==> src/rtl/if_fetch_ctrl_if.sv <==
// Fetch sequencer bundle: control inputs, instruction bus and FIFO write side.
// master = fetch controller, slave = surrounding bus/FIFO environment.
interface if_fetch_ctrl_if;
    logic        fetch_en;
    logic        jmp;
    logic [31:0] jmp_addr;
    logic        ibus_req;
    logic [31:0] ibus_addr;
    logic        ibus_gnt;
    logic        ibus_rvalid;
    logic [31:0] ibus_rdata;
    logic        fifo_jmp;
    logic        fifo_jmp_addr_bit1;
    logic        fifo_wr_en;
    logic [31:0] fifo_wr_data;
    logic        fifo_full;
    logic        busy;

    modport master (
        input  fetch_en, jmp, jmp_addr,
        input  ibus_gnt, ibus_rvalid, ibus_rdata, fifo_full,
        output ibus_req, ibus_addr,
        output fifo_jmp, fifo_jmp_addr_bit1,
        output fifo_wr_en, fifo_wr_data, busy
    );

    modport slave (
        output fetch_en, jmp, jmp_addr,
        output ibus_gnt, ibus_rvalid, ibus_rdata, fifo_full,
        input  ibus_req, ibus_addr,
        input  fifo_jmp, fifo_jmp_addr_bit1,
        input  fifo_wr_en, fifo_wr_data, busy
    );
endinterface

==> src/rtl/if_fetch_ctrl.sv <==
// Instruction-fetch sequencer: credit-limited bus requests, skid buffer,
// in-order FIFO writes and jump flush with in-flight discard tracking.
module if_fetch_ctrl #(
    parameter logic [31:0] RESET_ADDR = 32'h0000_0000,
    parameter int unsigned DEPTH      = 2
) (
    input logic             clk,
    input logic             rstb,
    if_fetch_ctrl_if.master bus
);
    localparam int unsigned CW     = $clog2(DEPTH + 1);
    localparam logic [31:0] PC_RST = {RESET_ADDR[31:2], 2'b00};

    logic [31:0]         pc_q, pc_d;
    logic [CW-1:0]       out_q, out_d;
    logic [CW-1:0]       disc_q, disc_d;
    logic [CW-1:0]       skid_cnt_q, skid_cnt_d;
    logic [DEPTH*32-1:0] skid_q, skid_d;
    logic [CW:0]         used;
    logic [CW-1:0]       wpos;
    logic                credit_ok;
    logic                grant;
    logic                keep;
    logic                bypass;
    logic                push;
    logic                drain;
    logic                unused_bit0;

    assign unused_bit0 = bus.jmp_addr[0];

    assign used      = {1'b0, out_q} + {1'b0, skid_cnt_q};
    assign credit_ok = used < (CW+1)'(DEPTH);

    assign bus.ibus_req  = bus.fetch_en & ~bus.jmp & credit_ok;
    assign bus.ibus_addr = pc_q;
    assign grant         = bus.ibus_req & bus.ibus_gnt;

    // Words still owed to a flushed stream never reach the FIFO.
    assign keep   = bus.ibus_rvalid & (disc_q == '0) & ~bus.jmp;
    assign bypass = keep & (skid_cnt_q == '0) & ~bus.fifo_full;
    assign push   = keep & ~bypass;
    assign drain  = (skid_cnt_q != '0) & ~bus.fifo_full & ~bus.jmp;

    assign bus.fifo_wr_en   = bypass | drain;
    assign bus.fifo_wr_data = drain  ? skid_q[31:0] :
                              bypass ? bus.ibus_rdata : '0;

    assign bus.fifo_jmp           = bus.jmp;
    assign bus.fifo_jmp_addr_bit1 = bus.jmp_addr[1];
    assign bus.busy = (out_q != '0) | (skid_cnt_q != '0);

    always_comb begin
        pc_d       = pc_q;
        out_d      = out_q + CW'(grant) - CW'(bus.ibus_rvalid);
        disc_d     = disc_q;
        skid_d     = skid_q;
        skid_cnt_d = skid_cnt_q;
        wpos       = skid_cnt_q - CW'(drain);

        if (bus.ibus_rvalid && disc_q != '0)
            disc_d = disc_q - CW'(1);

        if (drain) begin
            skid_d     = skid_q >> 32;
            skid_cnt_d = skid_cnt_q - CW'(1);
        end

        // Tail slot is computed after the pop so order stays strict.
        if (push) begin
            for (int i = 0; i < DEPTH; i++)
                if (wpos == CW'(i))
                    skid_d[i*32 +: 32] = bus.ibus_rdata;
            skid_cnt_d = skid_cnt_d + CW'(1);
        end

        if (grant)
            pc_d = pc_q + 32'd4;

        if (bus.jmp) begin
            pc_d       = {bus.jmp_addr[31:2], 2'b00};
            skid_cnt_d = '0;
            disc_d     = out_q - CW'(bus.ibus_rvalid);
        end
    end

    always_ff @(posedge clk or negedge rstb) begin
        if (!rstb) begin
            pc_q       <= PC_RST;
            out_q      <= '0;
            disc_q     <= '0;
            skid_cnt_q <= '0;
            skid_q     <= '0;
        end else begin
            pc_q       <= pc_d;
            out_q      <= out_d;
            disc_q     <= disc_d;
            skid_cnt_q <= skid_cnt_d;
            skid_q     <= skid_d;
        end
    end
endmodule

==> src/flat_wrapper.sv <==
// flat-port wrapper written by rule: the top's interface ports become plain ports
module if_fetch_ctrl_flat 
#(
    parameter logic [31:0] RESET_ADDR = 32'h0000_0000,
    parameter int unsigned DEPTH      = 2
)
  (clk, rstb, bus_fetch_en, bus_jmp, bus_jmp_addr, bus_ibus_gnt, bus_ibus_rvalid, bus_ibus_rdata, bus_fifo_full, bus_ibus_req, bus_ibus_addr, bus_fifo_jmp, bus_fifo_jmp_addr_bit1, bus_fifo_wr_en, bus_fifo_wr_data, bus_busy);
  if_fetch_ctrl_if bus_i ();
  input logic clk;
  input logic rstb;
  input wire logic [$bits(bus_i.fetch_en)-1:0] bus_fetch_en;
  input wire logic [$bits(bus_i.jmp)-1:0] bus_jmp;
  input wire logic [$bits(bus_i.jmp_addr)-1:0] bus_jmp_addr;
  input wire logic [$bits(bus_i.ibus_gnt)-1:0] bus_ibus_gnt;
  input wire logic [$bits(bus_i.ibus_rvalid)-1:0] bus_ibus_rvalid;
  input wire logic [$bits(bus_i.ibus_rdata)-1:0] bus_ibus_rdata;
  input wire logic [$bits(bus_i.fifo_full)-1:0] bus_fifo_full;
  output wire logic [$bits(bus_i.ibus_req)-1:0] bus_ibus_req;
  output wire logic [$bits(bus_i.ibus_addr)-1:0] bus_ibus_addr;
  output wire logic [$bits(bus_i.fifo_jmp)-1:0] bus_fifo_jmp;
  output wire logic [$bits(bus_i.fifo_jmp_addr_bit1)-1:0] bus_fifo_jmp_addr_bit1;
  output wire logic [$bits(bus_i.fifo_wr_en)-1:0] bus_fifo_wr_en;
  output wire logic [$bits(bus_i.fifo_wr_data)-1:0] bus_fifo_wr_data;
  output wire logic [$bits(bus_i.busy)-1:0] bus_busy;
  assign bus_i.fetch_en = bus_fetch_en;
  assign bus_i.jmp = bus_jmp;
  assign bus_i.jmp_addr = bus_jmp_addr;
  assign bus_i.ibus_gnt = bus_ibus_gnt;
  assign bus_i.ibus_rvalid = bus_ibus_rvalid;
  assign bus_i.ibus_rdata = bus_ibus_rdata;
  assign bus_i.fifo_full = bus_fifo_full;
  assign bus_ibus_req = bus_i.ibus_req;
  assign bus_ibus_addr = bus_i.ibus_addr;
  assign bus_fifo_jmp = bus_i.fifo_jmp;
  assign bus_fifo_jmp_addr_bit1 = bus_i.fifo_jmp_addr_bit1;
  assign bus_fifo_wr_en = bus_i.fifo_wr_en;
  assign bus_fifo_wr_data = bus_i.fifo_wr_data;
  assign bus_busy = bus_i.busy;
  if_fetch_ctrl #(.RESET_ADDR(RESET_ADDR), .DEPTH(DEPTH)) u_core (.clk(clk), .rstb(rstb), .bus(bus_i));
endmodule
==> config.mk <==
export PLATFORM = sky130hd
export DESIGN_NAME = if_fetch_ctrl_flat
export DESIGN_NICKNAME = d
export VERILOG_FILES = /design/src/rtl/if_fetch_ctrl_if.sv /design/src/rtl/if_fetch_ctrl.sv /design/src/flat_wrapper.sv
export SDC_FILE = /design/constraint.sdc
export NUM_CORES = 1
export LEC_CHECK = 0
export ABC_AREA = 1
export CORE_ASPECT_RATIO = 2
export CORE_MARGIN = 1.5
export CORE_UTILIZATION = 50
export DETAILED_ROUTE_END_ITERATION = 10
export PLACE_DENSITY_LB_ADDON = 0.05
export SLEW_MARGIN = 25
export SYNTH_ARGS = -nofsm -noshare
export SYNTH_HDL_FRONTEND = slang
export SYNTH_SLANG_ARGS = --single-unit
==> constraint.sdc <==
create_clock -name clk -period 2.3 [get_ports clk]
set_input_delay 0.23 -clock clk [delete_from_list [all_inputs] [get_ports clk]]
set_output_delay 0.23 -clock clk [all_outputs]
set_load 0.01 [all_outputs]
==> reports/results.ini, run 1 <==
[synthesis]
synth_flop_cell=dfrtp_1
synth_edf_count=0
syn_inst=849
synth_top_area_share_pct=43.0
ys_ff_latch=100
async_flop_share_pct=100
yosysTopAreaCell=dfrtp_1
synth-seq-area-share_pct=43.0
yosysWarnings=0
synth_area_sq_um=5820
synth.avg_cell_area_sq_um=6.85
synth.area.top_cells=dfrtp_1 43%, nand2_1 20%, nand3_1 6.2%
synth_cell_types=32

[clock_tree]
cts_made_buffers=9
path_clk_slew_ns=0.08
cts.htree.levels=3
cts_tree=done
insertion_delay_ns=0.34
cts_buffer_depth=2
cts.sinks=100
root_buffer=clkbuf_16

[timing]
maxSlewHeadroom_pct=60.7
fin_worst_hold_slack_ns=0.433
hold_violations=0
period_share_pct=96.5
fin_skew_ns=0.0132
rsz0062_at_grt=yes
setup_viol=0
fin_setup_tns_ns=0
drv_slew=0
finalCriticalPeriod_ns=2.22
tightest_slew_ns=0.589
fmax_mhz=451

[critical_path]
cp.arrival_ns=1.99
crit_buf_inv=3
crit_family=buffers and inverters
crit_chain=inv_2, ha_2, nand3_2, buf_12, nand2_1, clkdlybuf4s50_1
path_depth=6
end_kind=output port
path_class=reg -> out
cp_max_fo=28
slowest_delay_ns=0.52
cp_slowest_cell=clkdlybuf4s50_1
startpoint_type=flop
r2r_cells=11
cp.required_ns=2.07

[global_routing]
antenna_found_initial=0
grt_first_pass_wirelength_um=27000
grt_usage_pct=27.8
grt_max_degree=101
gr-total-overflow=0
grt_pass1_vias=5847

[final_layout]
area_growth_syn_to_layout_pct=34.0
antenna_cells=0
nets=1058
final_cell_mix=306 x nand2_1, 100 x clkdlybuf4s50_1, 99 x dfrtp_1, 80 x inv_1, 76 x nor2_1
final_common_cell=nand2_1
drive_gt1_share_pct=6.39

[floorplanning]
initial_core_util_pct=51.2
dieArea_sq_um=12300
core_area_sq_um=11400
die_x_um=79.3
rows=55
die_h_um=156
ios=140

[min_path]
hold_depth=3
hp-class=in -> reg

[route]
ant_nets=0
top_layer=met4
drt_pass1_iterations=7
drt-initial-drc-count=346
viasPerCell=5.29
routed_wl_um=16400
wl_met1_um=6160
wl_met2_um=9170
routedWlPerCell_um=14.5
drcViolationCount=0
vias=5965
route.met3.wl_um=616

[job]
max_cap_violations=0

[pwr]
p_leak_nw=3.91
p_clk_share_pct=23.0
switching_share_pct=35.4
seq_power_share_pct=43.1
powerDensity_nw_per_um2=832
p_switching_mw=2.30
p_int_mw=4.19
pwr-share-comb_pct=33.9
vdd_ir_drop_max_mv=0.424

[place]
io_buffers=134
hpwlAfterDp_um=11600
gp_congestion=0.916

[run_status]
status=complete, no violations

metrics by stage:
stage          power, mW  worst slack, ns  instance area (sq um)  cells  utilization, %
3_5_place_dp        4.99          -0.0286                   7410   1106            65.3
5_1_grt             6.95          -0.0112                   7800   1128            68.7
4_1_cts             6.50           0.0167                   7770   1125            68.4
3_3_place_gp        4.87          0.00317                   7410   1106            65.3
2_1_floorplan       4.06            0.311                   5820    850               -
6_report            6.48           0.0803                   7800   1128            68.7
kinds of logic (layout without fill, tap and decap cells):
logic type | count (synthesis) | count (layout) | share of synthesized area (%)
simple gates | 473 | 473 | 33.4
compound gates | 138 | 138 | 12.5
buf+inv | 128 | 264 | 9.14
flops | 100 | 100 | 43.0
fa+ha+maj | 6 | 6 | 1.42
xor+xnor | 3 | 3 | 0.452
other cells | 1 | 2 | 0.0645
sequential cells by signal, summed over array words and instances (netlist names):
signal,count
u_core.bus.ibus_addr,30
u_core.skid_cnt_q,2
u_core.skid_q,64
u_core.out_q,2
u_core.disc_q,2
layout make-up:
cell class	instances	area, sq um
fill	1036	3560
tap	142	178
clock buffer	10	239
inverter	84	318
multi-input combinational	622	2800
clock inverter	6	55.1
sequential	100	2500
timing repair buffer	164	1700
routing by layer:
layer  up-vias  GRT usage [%]
met2       158           52.0
li1       2958              -
met4         0           11.3
met3        28           3.51
met5         -              0
met1      2821           31.0
worst register-to-register path, stage by stage (launching register included):
cell and delay [ns]:
dfrtp_2 0.45, inv_2 0.10, ha_2 0.21, inv_1 0.07
nand2_4 0.12, inv_4 0.07, buf_12 0.15, nand2_1 0.12
nand4_4 0.33, buf_4 0.30, nand2_1 0.06, o21ai_1 0.06
path summary, 6_finish.rpt:
check	from	end	slack, ns
max in group asynchronous	rstb	u_core.skid_cnt_q[1]	1.33
setup / recovery	u_core.skid_cnt_q[1]	bus_fifo_wr_en	0.08
hold / removal	bus_jmp_addr[7]	u_core.bus.ibus_addr[7]	0.43
setup reg to reg	u_core.skid_cnt_q[1]	u_core.skid_q[11]	0.14
hold reg to reg	u_core.skid_q[58]	u_core.skid_q[58]	0.52
min in group asynchronous	rstb	u_core.skid_q[5]	0.45
cell usage after synthesis (7+ instances only):
master / count
o21ai_0: 57
buf_2: 23
nand2_1: 307
o21ai_1: 55
inv_1: 81
nand3_1: 72
nor2_1: 77
clkbuf_1: 9
o22ai_1: 8
a21oi_1: 7
dfrtp_1: 100
repair_timing:
action | CTS | global route
hold endpoints to repair | 99 | 0
cloned | 2 | 0
endpoints found under the setup margin | 34 | 56
resized for setup | 41 | 5
pin swaps | 1 | 1
setup buffers | 0 | 3
hold buffers | 1 | 0
power by group through the flow:
stage	Combinational, mW	Sequential, mW	Clock (mW)
2_1_floorplan	1.32	2.74	0
3_3_place_gp	2.09	2.78	0
3_5_place_dp	2.18	2.81	0
4_1_cts	2.21	2.78	1.51
5_1_grt	2.50	2.86	1.59
6_report	2.20	2.80	1.49
(Power assumes the default switching activity.)
==> inputs of run 2 (changes only) <==
--- a/config.mk
+++ b/config.mk
@@ -8,7 +8,8 @@
 export ABC_AREA = 1
 export CORE_ASPECT_RATIO = 2
 export CORE_MARGIN = 1.5
-export CORE_UTILIZATION = 50
+export CORE_UTILIZATION = 52
+export CTS_BUF_LIST = sky130_fd_sc_hd__clkbuf_8
 export DETAILED_ROUTE_END_ITERATION = 10
 export PLACE_DENSITY_LB_ADDON = 0.05
 export SLEW_MARGIN = 25
==> run 2 against run 1 <==
  * Flip-flop and latch count is the same
  * Sequential share of layout area rose by 0.17 points
  * Clock-buffer cell count stayed put
  * Sequential power about the same
==> reports/results.ini, run 2 (same netlist as run 1, synthesis figures left out) <==
[final_layout]
layout.cells.non_filler=1134  ; was 1,128
post-route-util_pct=71.3  ; was 68.7%
area_growth_syn_to_layout_pct=33.3  ; was 34.0%
fillCellCount=920  ; was 1,036
final_cell_mix=306 x nand2_1, 99 x clkdlybuf4s50_1, 99 x dfrtp_1, 79 x inv_1, 76 x nor2_1  ; was 306 x nand2_1, 100 x clkdlybuf4s50_1, 99 x dfrtp_1, 80 x inv_1, 76 x nor2_1
nets=1066  ; was 1,058
fin_area_sq_um=7760  ; was 7800 sq um
largest_reg_flops=64  ; unchanged
regMostFlops=u_core.skid_q  ; unchanged
final_common_cell=nand2_1  ; unchanged
seq_area_sq_um=2500  ; unchanged
antenna_cells=0  ; unchanged
drive_gt1_share_pct=10.4  ; was 6.39%
multi_input_area_sq_um=2830  ; was 2800 sq um

[critical_path]
cp.required_ns=2.56  ; was 2.07 ns
cp.arrival_ns=2.56  ; was 1.99 ns
startpoint_type=flop  ; unchanged
cp_max_fo=11  ; was 28
end_kind=flop  ; was output port
path_class=reg -> reg  ; was reg -> out

[global_routing]
gr-total-overflow=0  ; unchanged
grt_first_pass_wirelength_um=27500  ; was 27,000 um
grt_pass1_vias=5774  ; was 5,847
antenna_found_initial=0  ; unchanged
grt_max_degree=65  ; was 101
grt_usage_pct=29.4  ; was 27.8%

[floorplanning]
rows=54  ; was 55
ios=140  ; unchanged
core_area_sq_um=10900  ; was 11,400 sq um
die_x_um=77.8  ; was 79.3 um
initial_core_util_pct=53.5  ; was 51.2%
die_h_um=153  ; was 156 um
dieArea_sq_um=11900  ; was 12,300 sq um

[timing]
worst_slack_ns=0.00455  ; was 0.0803 ns
fin_worst_hold_slack_ns=0.342  ; was 0.433 ns
setup_viol=0  ; unchanged
fmax_mhz=436  ; was 451 MHz
period_share_pct=99.8  ; was 96.5%
hold_violations=0  ; unchanged
fin_skew_ns=0.0134  ; was 0.0132 ns
drv_slew=0  ; unchanged
finalCriticalPeriod_ns=2.30  ; was 2.22 ns
fin_setup_tns_ns=0  ; unchanged

[clock_tree]
insertion_delay_ns=0.38  ; was 0.34 ns
cts_buffer_depth=2  ; unchanged
cts.htree.levels=3  ; unchanged
root_buffer=clkbuf_8  ; was clkbuf_16
cts.sinks=100  ; unchanged
cts_made_buffers=9  ; unchanged
cts_tree=done  ; unchanged
path_clk_slew_ns=0.10  ; was 0.08 ns

[route]
viasPerCell=5.53  ; was 5.29
drt-initial-drc-count=409  ; was 346
routedWlPerCell_um=16.7  ; was 14.5 um
drcViolationCount=0  ; unchanged
routed_wl_um=18900  ; was 16,400 um
vias=6276  ; was 5,965
ant_nets=0  ; unchanged
drt_pass1_iterations=5  ; was 7

[pwr]
powerDensity_nw_per_um2=805  ; was 832 nW/um^2
vdd_ir_drop_max_mv=0.362  ; was 0.424 mV
p_leak_nw=3.87  ; was 3.91 nW
finalPower_mw=6.24  ; was 6.48 mW

[place]
io_buffers=134  ; unchanged
gp_congestion=0.916  ; about the same
place_ws_ns=0.00499  ; was -0.0286 ns
postPlaceCellArea_sq_um=7340  ; was 7410 sq um
hpwlAfterDp_um=11800  ; was 11,600 um
dp_cells=1100  ; was 1,106

[run_status]
status=complete, no violations  ; unchanged

[job]
max_cap_violations=0  ; unchanged

[min_path]
hp-class=in -> async  ; was in -> reg

[run 2: final timing paths]
| kind | start | endpoint | slack (ns) | cells past startpoint |
|---|---|---|---|---|
| hold reg to reg | u_core.skid_q[49] | u_core.skid_q[49] | 0.52 | 2 |
| setup reg to reg | u_core.skid_cnt_q[1] | u_core.skid_q[38] | 0.005 | 13 |
| min in group clk | bus_jmp_addr[7] | u_core.bus.ibus_addr[7] | 0.40 | 3 |
| hold / removal | rstb | u_core.skid_q[10] | 0.34 | 2 |
| setup / recovery | u_core.skid_cnt_q[1] | u_core.skid_q[38] | 0.005 | 13 |
| max in group asynchronous | rstb | u_core.bus.ibus_addr[12] | 1.21 | 3 |
[run 2: power breakdown]
part           total (mW)  switching [mW]  internal, mW
registers            2.82           0.459          2.36
clock network        1.12           0.679         0.446
logic                2.30            1.26          1.05
[run 2: cell type report]
class                           count  share of cell area [%]
Multi-Input combinational cell    622                    36.4
Sequential cell                   100                    32.3
Timing Repair Buffer              172                    22.4
Inverter                           84                    4.16
Tap cell                          140                    2.26
Clock buffer                       10                    1.77
Clock inverter                      6                   0.726
[run 2: metal layers]
layer | vias up | wire [um] | global-route usage [%]
li1 | 2975 | - | -
met1 | 2976 | 6450 | 31.4
met2 | 260 | 10500 | 55.3
met3 | 65 | 1040 | 4.31
met4 | 0 | 864 | 12.9
met5 | - | 0 | 0
[run 2: repair_timing]
| item | CTS | global route |
|---|---|---|
| pin swaps | 1 | 2 |
| setup buffers | 5 | 2 |
| endpoints found under the hold margin | 27 | 0 |
| setup endpoints to repair | 36 | 52 |
| gates resized for setup | 68 | 65 |
| cloned | 3 | 7 |
| hold buffers | 1 | 0 |
[run 2: critical path, stage by stage (launching register included)]
cell and delay (ns):
dfrtp_2 0.47, buf_6 0.14, inv_2 0.08, ha_4 0.17, inv_2 0.05, nand2_4 0.12, buf_12 0.12, buf_6 0.15
nand2_2 0.10, o21ai_1 0.24, nand2_4 0.18, clkbuf_16 0.21, nand3_1 0.08, o21ai_1 0.08
